==> src/rtl/dmem_arbiter.sv <==
// dmem_arbiter
// Two-master arbiter in front of port B of a data RAM. Master 0 is the hart,
// master 1 is the loader. Accesses are granted combinationally, one per
// cycle. Reads and out-of-range accesses return one cycle later, routed by a
// registered return tag. A master may lock the port for up to LOCK_MAX
// consecutive grants.
//
// Parameters
//   MEM_AW    RAM word-address window; an address is in range iff
//             addr[31:MEM_AW] == 0.
//   LOCK_MAX  maximum consecutive grants a locking master may hold.
//
// Ports
//   clk, rst                    clock, asynchronous active-high reset
//   mN_req/op/addr/wdata/lock   master N request (op 01 read, 10 write)
//   mN_gnt                      request accepted this cycle (combinational)
//   mN_rvalid/rdata/err         response to master N, one cycle after grant
//   mem_addr/op/wdata           RAM port B command (op 00 = idle)
//   mem_rdata                   RAM read data, valid one cycle after a read
module dmem_arbiter #(
  parameter int MEM_AW   = 15,
  parameter int LOCK_MAX = 8
) (
  input  logic        clk,
  input  logic        rst,

  input  logic        m0_req,
  input  logic [1:0]  m0_op,
  input  logic [31:0] m0_addr,
  input  logic [31:0] m0_wdata,
  input  logic        m0_lock,
  output logic        m0_gnt,
  output logic        m0_rvalid,
  output logic [31:0] m0_rdata,
  output logic        m0_err,

  input  logic        m1_req,
  input  logic [1:0]  m1_op,
  input  logic [31:0] m1_addr,
  input  logic [31:0] m1_wdata,
  input  logic        m1_lock,
  output logic        m1_gnt,
  output logic        m1_rvalid,
  output logic [31:0] m1_rdata,
  output logic        m1_err,

  output logic [31:0] mem_addr,
  output logic [1:0]  mem_op,
  output logic [31:0] mem_wdata,
  input  logic [31:0] mem_rdata
);

  localparam logic [1:0] OP_RD = 2'b01;
  localparam logic [1:0] OP_WR = 2'b10;
  localparam int         CNT_W = $clog2(LOCK_MAX + 1);

  typedef enum logic [1:0] {
    ST_IDLE,
    ST_OWN0,
    ST_OWN1
  } state_t;

  // Captured at grant time; describes what comes back next cycle.
  typedef struct packed {
    logic owner;    // 0 = m0, 1 = m1
    logic is_read;
    logic is_err;
  } ret_tag_t;

  state_t           state_q, state_d;
  logic [CNT_W-1:0] cnt_q, cnt_d;
  logic             last_q, last_d;   // master granted most recently from IDLE
  ret_tag_t         tag_q, tag_d;

  // Op 00 and 11 are treated as no request at all.
  logic m0_valid, m1_valid;
  assign m0_valid = m0_req && (m0_op == OP_RD || m0_op == OP_WR);
  assign m1_valid = m1_req && (m1_op == OP_RD || m1_op == OP_WR);

  // Grant selection
  always_comb begin
    // NOTE: every always_comb output gets a default first so no path infers a latch.
    m0_gnt = 1'b0;
    m1_gnt = 1'b0;
    case (state_q)
      ST_IDLE: begin
        if (m0_valid && m1_valid) begin
          // Tie goes to whoever was not granted last.
          m0_gnt = last_q;
          m1_gnt = !last_q;
        end else begin
          m0_gnt = m0_valid;
          m1_gnt = m1_valid;
        end
      end
      ST_OWN0: m0_gnt = m0_valid;
      ST_OWN1: m1_gnt = m1_valid;
      default: ;
    endcase
    // Grants are combinational, so they must be masked explicitly in reset.
    if (rst) begin
      m0_gnt = 1'b0;
      m1_gnt = 1'b0;
    end
  end

  // Selected request (meaningful only when some grant is high)
  logic        any_gnt;
  logic [1:0]  s_op;
  logic [31:0] s_addr;
  logic [31:0] s_wdata;
  logic        s_lock;
  logic        in_range;

  assign any_gnt  = m0_gnt || m1_gnt;
  assign s_op     = m1_gnt ? m1_op    : m0_op;
  assign s_addr   = m1_gnt ? m1_addr  : m0_addr;
  assign s_wdata  = m1_gnt ? m1_wdata : m0_wdata;
  assign s_lock   = m1_gnt ? m1_lock  : m0_lock;
  assign in_range = (s_addr[31:MEM_AW] == '0);

  // RAM command: only granted in-range accesses reach the RAM.
  always_comb begin
    mem_op    = 2'b00;
    mem_addr  = 32'h0;
    mem_wdata = 32'h0;
    if (any_gnt && in_range) begin
      mem_op    = s_op;
      mem_addr  = s_addr;
      mem_wdata = s_wdata;
    end
  end

  // Next-state logic
  logic [CNT_W-1:0] cnt_inc;
  assign cnt_inc = cnt_q + CNT_W'(1);

  always_comb begin
    state_d = state_q;
    cnt_d   = cnt_q;
    last_d  = last_q;
    tag_d   = '0;

    if (any_gnt) begin
      tag_d.owner   = m1_gnt;
      tag_d.is_read = (s_op == OP_RD);
      tag_d.is_err  = !in_range;

      // Round-robin history only moves on arbitrated (IDLE) grants.
      if (state_q == ST_IDLE) begin
        last_d = m1_gnt;
      end

      // cnt_inc counts this grant, including the one that opened the lock,
      // so a locked run is at most LOCK_MAX grants long.
      if (s_lock && (cnt_inc < CNT_W'(LOCK_MAX))) begin
        state_d = m1_gnt ? ST_OWN1 : ST_OWN0;
        cnt_d   = cnt_inc;
      end else begin
        state_d = ST_IDLE;
        cnt_d   = '0;
      end
    end else if (state_q != ST_IDLE) begin
      // Owner skipped a cycle: give up the lock.
      state_d = ST_IDLE;
      cnt_d   = '0;
    end
  end

  always_ff @(posedge clk or posedge rst) begin
    if (rst) begin
      state_q <= ST_IDLE;
      cnt_q   <= '0;
      last_q  <= 1'b1;   // m0 wins the first tie
      tag_q   <= '0;     // drops any return still in flight
    end else begin
      // NOTE: sequential state uses non-blocking assignment so all registers
      // sample their next value from the same pre-edge snapshot.
      state_q <= state_d;
      cnt_q   <= cnt_d;
      last_q  <= last_d;
      tag_q   <= tag_d;
    end
  end

  // Response routing from the registered tag
  logic ret_active;
  assign ret_active = tag_q.is_read || tag_q.is_err;

  assign m0_rvalid = ret_active && !tag_q.owner;
  assign m1_rvalid = ret_active &&  tag_q.owner;
  assign m0_err    = m0_rvalid && tag_q.is_err;
  assign m1_err    = m1_rvalid && tag_q.is_err;
  assign m0_rdata  = (m0_rvalid && !tag_q.is_err) ? mem_rdata : 32'h0;
  assign m1_rdata  = (m1_rvalid && !tag_q.is_err) ? mem_rdata : 32'h0;

endmodule

==> config.mk <==
export PLATFORM = sky130hd
export DESIGN_NAME = dmem_arbiter
export DESIGN_NICKNAME = d
export VERILOG_FILES = /design/src/rtl/dmem_arbiter.sv
export SDC_FILE = /design/constraint.sdc
export NUM_CORES = 1
export LEC_CHECK = 0
export ABC_CLOCK_PERIOD_IN_PS = 2200
export CAP_MARGIN = 20
export CORE_MARGIN = 10
export CORE_UTILIZATION = 21
export DETAILED_ROUTE_END_ITERATION = 10
export PLACE_DENSITY = 0.8
export SYNTH_ARGS = -nofsm -noshare
export SYNTH_HDL_FRONTEND = slang
export SYNTH_SLANG_ARGS = --single-unit
==> constraint.sdc <==
create_clock -name clk -period 2.2 [get_ports clk]
set_clock_uncertainty 0.15 [all_clocks]
set_input_delay 0.44 -clock clk [delete_from_list [all_inputs] [get_ports clk]]
set_output_delay 0.44 -clock clk [all_outputs]
set_load 0.02 [all_outputs]
## Word-level counts from Yosys, hierarchy flattened

Cells that the tools add are included.

- Add/subtract/negate cells: 1
- Multiply operators: 0
- Divide/modulo/power cells: 0
- $lt $le $gt $ge: 1
- Equal/unequal tests: 7
- Shifts and indexed selects: 0
- Multiplexer cells: 23
- Bitwise gates (word level): 0
- Reduce and logical (&&, ||, !) cells: 24

Operators with widths:

| cell | number |
|---|---|
| $mux 32 | 6 |
| $logic_not 17->1 | 1 |
| $mux 2 | 6 |
| $mux 4 | 3 |
| $logic_and 1x1->1 | 11 |
| $eq 2x1->1 const B | 4 |
| $eq 2x2->1 const B | 3 |
| $mux 1 | 5 |
| $add 4x1->4 const B | 1 |
| $logic_not 1->1 | 4 |
| $logic_or 1x1->1 | 4 |
| $lt 4x4->1 const B | 1 |
| $pmux 1 s2 | 2 |
| $reduce_bool 2->1 | 2 |
| $mux 3 | 1 |
| $logic_not 2->1 | 1 |
| $reduce_and 2->1 | 1 |

- Flip-flop bits (word level): 10
- Bits in latches: 0
- RAM bits: 0
- Bits in read-only memories: 0
- Input port bits: 170
- Output and inout bits: 136
- Word-level logic and storage cells: 62
- Memories kept: 0

## Logic depth before layout (Yosys ltp)

Gate-level depths: netlist (run 1).

- Word-level depth: 11
- Gate-level depth with buffers: 9
- Gate-level depth less buffers: 6

## Worst setup path before layout (run 1)

No wires, ideal clock.

- Path type: input to output
- Start: input port m1_op[1]
- End: output port mem_wdata[10]
- Arrival time: 1.857 ns
- Path slack: -0.247 ns
- Stages: 7
- Cells stage by stage: xor2_1 and3_1 buf_2 a211oi_2 o221ai_2 clkbuf_1 a21oi_1

- Longest elaborated chain between the ends: 11
- Elaborated cells between the ends (all ways): 17
- Classes of those cells: eq/ne (2); mux (9); reduce/logical (6)

Ends and longest elaborated chain:

| item | line | source |
|---|---|---|
| from (decl) | 38 | `input logic [1:0] m1_op,` |
| $eq 2x1->1 / $eq 2x2->1 (equally long branches) | 78 | `assign m1_valid = m1_req && (m1_op == OP_RD \|\| m1_op == OP_WR);` |
| $logic_or 1x1->1 (*) | 78 |  |
| $logic_and 1x1->1 (*) | 78 |  |
| $logic_and 1x1->1 | 87 | `if (m0_valid && m1_valid) begin` |
| $mux 1 | 87 |  |
| $pmux 1 s2 | 85 | `case (state_q)` |
| $mux 1 | 101 | `if (rst) begin` |
| $mux 32 | 117 | `assign s_addr = m1_gnt ? m1_addr : m0_addr;` |
| $logic_not 17->1 | 120 | `assign in_range = (s_addr[31:MEM_AW] == '0);` |
| $logic_and 1x1->1 | 127 | `if (any_gnt && in_range) begin` |
| $mux 32 (*) | 127 |  |
| to (decl) | 49 | `output logic [31:0] mem_wdata,` |

Mark *: on every way between the ends. The rest lies on a longest branch, timed or not.

## Worst setup path in the final report (run 1)

- Start: register state_q[0]
- End: output port mem_addr[5]

- Longest elaborated chain between the ends: 7
- Elaborated cells between the ends (all ways): 12
- Classes of those cells: eq/ne (2); mux (6); reduce/logical (4)

Ends and longest elaborated chain:

| item | line | source |
|---|---|---|
| from (decl) | 70 | `state_t state_q, state_d;` |
| from (signal assigned) | 179 | `state_q <= state_d;` |
| $eq 2x2->1 / $logic_not 2->1 (equally long branches) | 85 |  |
| $pmux 1 s2 | 85 |  |
| $mux 1 | 101 |  |
| $mux 32 | 117 |  |
| $logic_not 17->1 | 120 |  |
| $logic_and 1x1->1 | 127 |  |
| $mux 32 (*) | 127 |  |
| to (decl) | 47 | `output logic [31:0] mem_addr,` |

Marked as above.

==> out/metrics.yaml, run 1 <==
synth:
  yosysTopAreaCell: "and2_1"
  syn-mean-instance-area_um2: 6.21
  syn_inst: 324
  async_reset_ff_frac: 1.00
  ys_seq_elements: 10
  synth_edf_count: 0
  yosysSeqAreaShare: 0.125
  ys_warn_count: 0
  synth_area_leaders: "and2_1 (21%), nand2_1 (18%), dfrtp_1 (11%)"
  synth_most_common_cell: "nand2_1"
  synth_top_area_frac: 0.208
  synth-main-ff-cell: "dfrtp_1"
  ys_top_cells_by_count: "nand2_1 (97), and2_1 (67), a21oi_1 (30), a21oi_2 (21), buf_4 (18)"
  syn_area_um2: 2010
  yosysUniqueCellTypes: 43
power:
  irDropWorstVdd_uv: 173
  p_int_uw: 777
  power.density_nw_per_um2: 199
  power_mw: 1.23
  cellLeakagePower_nw: 2.67
  pwr-share-comb: 0.619
  clkPwrFrac: 0.190
  swShare: 0.366
  switchingPower_uw: 448
  seqPwrFrac: 0.191
timing:
  worst_slack_ns: -0.577
  rsz0062_at_grt: "true"
  setup-tns-final_ns: -24.50
  slew_violations: 0
  min_period_over_period: 1.26
  fmax_mhz: 360
  finalSetupViolations: 50
  whs_ns: 0.202
  post-route-min-period_ns: 2.78
  hold_viol: 0
outcome:
  violations: "setup timing"
  outcome: "finished with violations"
clock_tree:
  clock_latency_ns: 0.24
  cts_root_buf: "clkbuf_8"
  clock_path_buffers: 2
  path_clk_slew_ns: 0.05
  cts.sinks: 10
  numCtsBuffers: 3
  htreeDepth: 1
  cts_tree: "built"
floorplan:
  dieWidth_um: 118
  die_h_um: 118
  initial_core_util: 0.217
  rows: 35
  dieArea_um2: 13900
  coreArea_um2: 9280
  io_pins: 306
global_routing:
  overflow: 0
  grt_pass1_vias: 3819
  antenna_found_initial: 0
  grt_pass1_wl_mm: 22.4
  track_usage: 0.197
  grt_max_degree: 34
placed_design:
  place_ws_ns: -1.34
  port_buffers: 288
  place_congestion: 0.836
  dp.final_hpwl_mm: 12.0
  dp_cells: 746
  place_area_um2: 5580
finish:
  instances_no_fill: 777
  fin_util: 0.662
  diodes: 0
  fillerInstances: 752
  design_area_um2: 6140
  syn2layout_area_growth_pct: 205
  layout-drive-gt1-share: 0.363
  nets: 820
critical_path:
  start_kind: "flip-flop"
  worstPathArrival_ns: 2.19
  path_class: "reg2out"
  cp_data_required_time_ns: 1.61
  r2r_cells: 6
  end_kind: "output port"
  path_max_fanout: 6
route:
  wirelength_mm: 14.8
  wl_per_cell_um: 19.1
  drtIter0Drc: 140
  detail_route.first_pass.iterations: 4
  ant_nets: 0
  route.detailed.drc: 0
  viasPerCell: 4.49
  vias: 3489
run:
  maxCapViolCount: 0
worst_hold_path:
  hold_class: "in2async"
## layout make-up
| cell class | instances | area, µm² | area share |
|---|---|---|---|
| Multi-Input combinational cell | 286 | 2240 | 0.365 |
| Tap cell | 129 | 161 | 0.0263 |
| Sequential cell | 10 | 251 | 0.0409 |
| Clock buffer | 4 | 55.1 | 0.00896 |
| Inverter | 5 | 26.3 | 0.00428 |
| Timing Repair Buffer | 343 | 3400 | 0.554 |
## routing by layer
layer / track usage / wire (µm)
met3: 0.0604 / 1220
met4: 0.0348 / 152
met5: 0 / 0
met2: 0.384 / 8050
met1: 0.199 / 5390
## registers in the layout, indices dropped and copies added, names as in the netlist
signal	count
tag_q	3
state_q	2
last_q	1
cnt_q	4
## critical path, cell delays in order (launching register included)
cell	delay (ns)
dfrtp_1	0.40
buf_4	0.17
nand3b_1	0.24
a21oi_2	0.26
o221ai_4	0.16
buf_12	0.17
buf_8	0.13
buf_16	0.14
a21oi_4	0.12
buf_6	0.13
## cells by family after synthesis
group,share of synthesized area
simple gates,0.502
compound gates,0.223
buf+inv,0.129
flops,0.125
xor+xnor,0.0131
fa+ha+maj,0.00621
other cells,0.00186
## path summary, 6_finish.rpt
path                            start     endpoint  slack (ns)
min in group clk             cnt_q[0]     cnt_q[0]        0.37
min reg2reg                  cnt_q[0]     cnt_q[0]        0.37
max                        state_q[0]  mem_addr[5]       -0.58
max reg2reg                state_q[0]     cnt_q[0]        0.25
min                               rst   state_q[0]        0.20
max in group asynchronous         rst       last_q        1.39
## power by group through the flow
stage | registers, mW | clock network, mW | logic [mW]
6_report | 0.233 | 0.233 | 0.759
5_1_grt | 0.236 | 0.240 | 0.815
4_1_cts | 0.232 | 0.236 | 0.718
3_5_place_dp | 0.232 | 0 | 0.729
3_3_place_gp | 0.231 | 0 | 0.715
2_1_floorplan | 0.227 | 0 | 0.304
## cell usage in the layout (no fill, tap or decap), types with 4 or more instances in the layout
master	n
clkdlybuf4s50_1	135
buf_16	7
and2_1	67
buf_2	14
nand2_1	96
clkbuf_2	26
clkbuf_8	4
conb_1	17
dlygate4sd2_1	26
dfrtp_1	9
a21oi_4	47
inv_1	4
buf_6	60
buf_12	6
clkdlybuf4s15_1	28
buf_4	35
## timing repair
item	in CTS	in global routing
setup buffers	13	5
pin swaps	21	9
gates resized for setup	513	100
gates cloned	8	2
endpoints found under the setup margin	116	102
hold buffers	0	0
(Power assumes the default switching activity.)
==> run 2, diff against run 1 <==
Settings changed: HOLD_SLACK_MARGIN from default to 0.12.
==> results of run 2 <==
The final DEF is identical to that of run 1; final timing and power are the same.
==> run 3, diff against run 2 <==
Settings changed: CTS_CLUSTER_DIAMETER from default to 120.
==> results of run 3 <==
The final DEF is identical to that of run 1; final timing and power are the same.
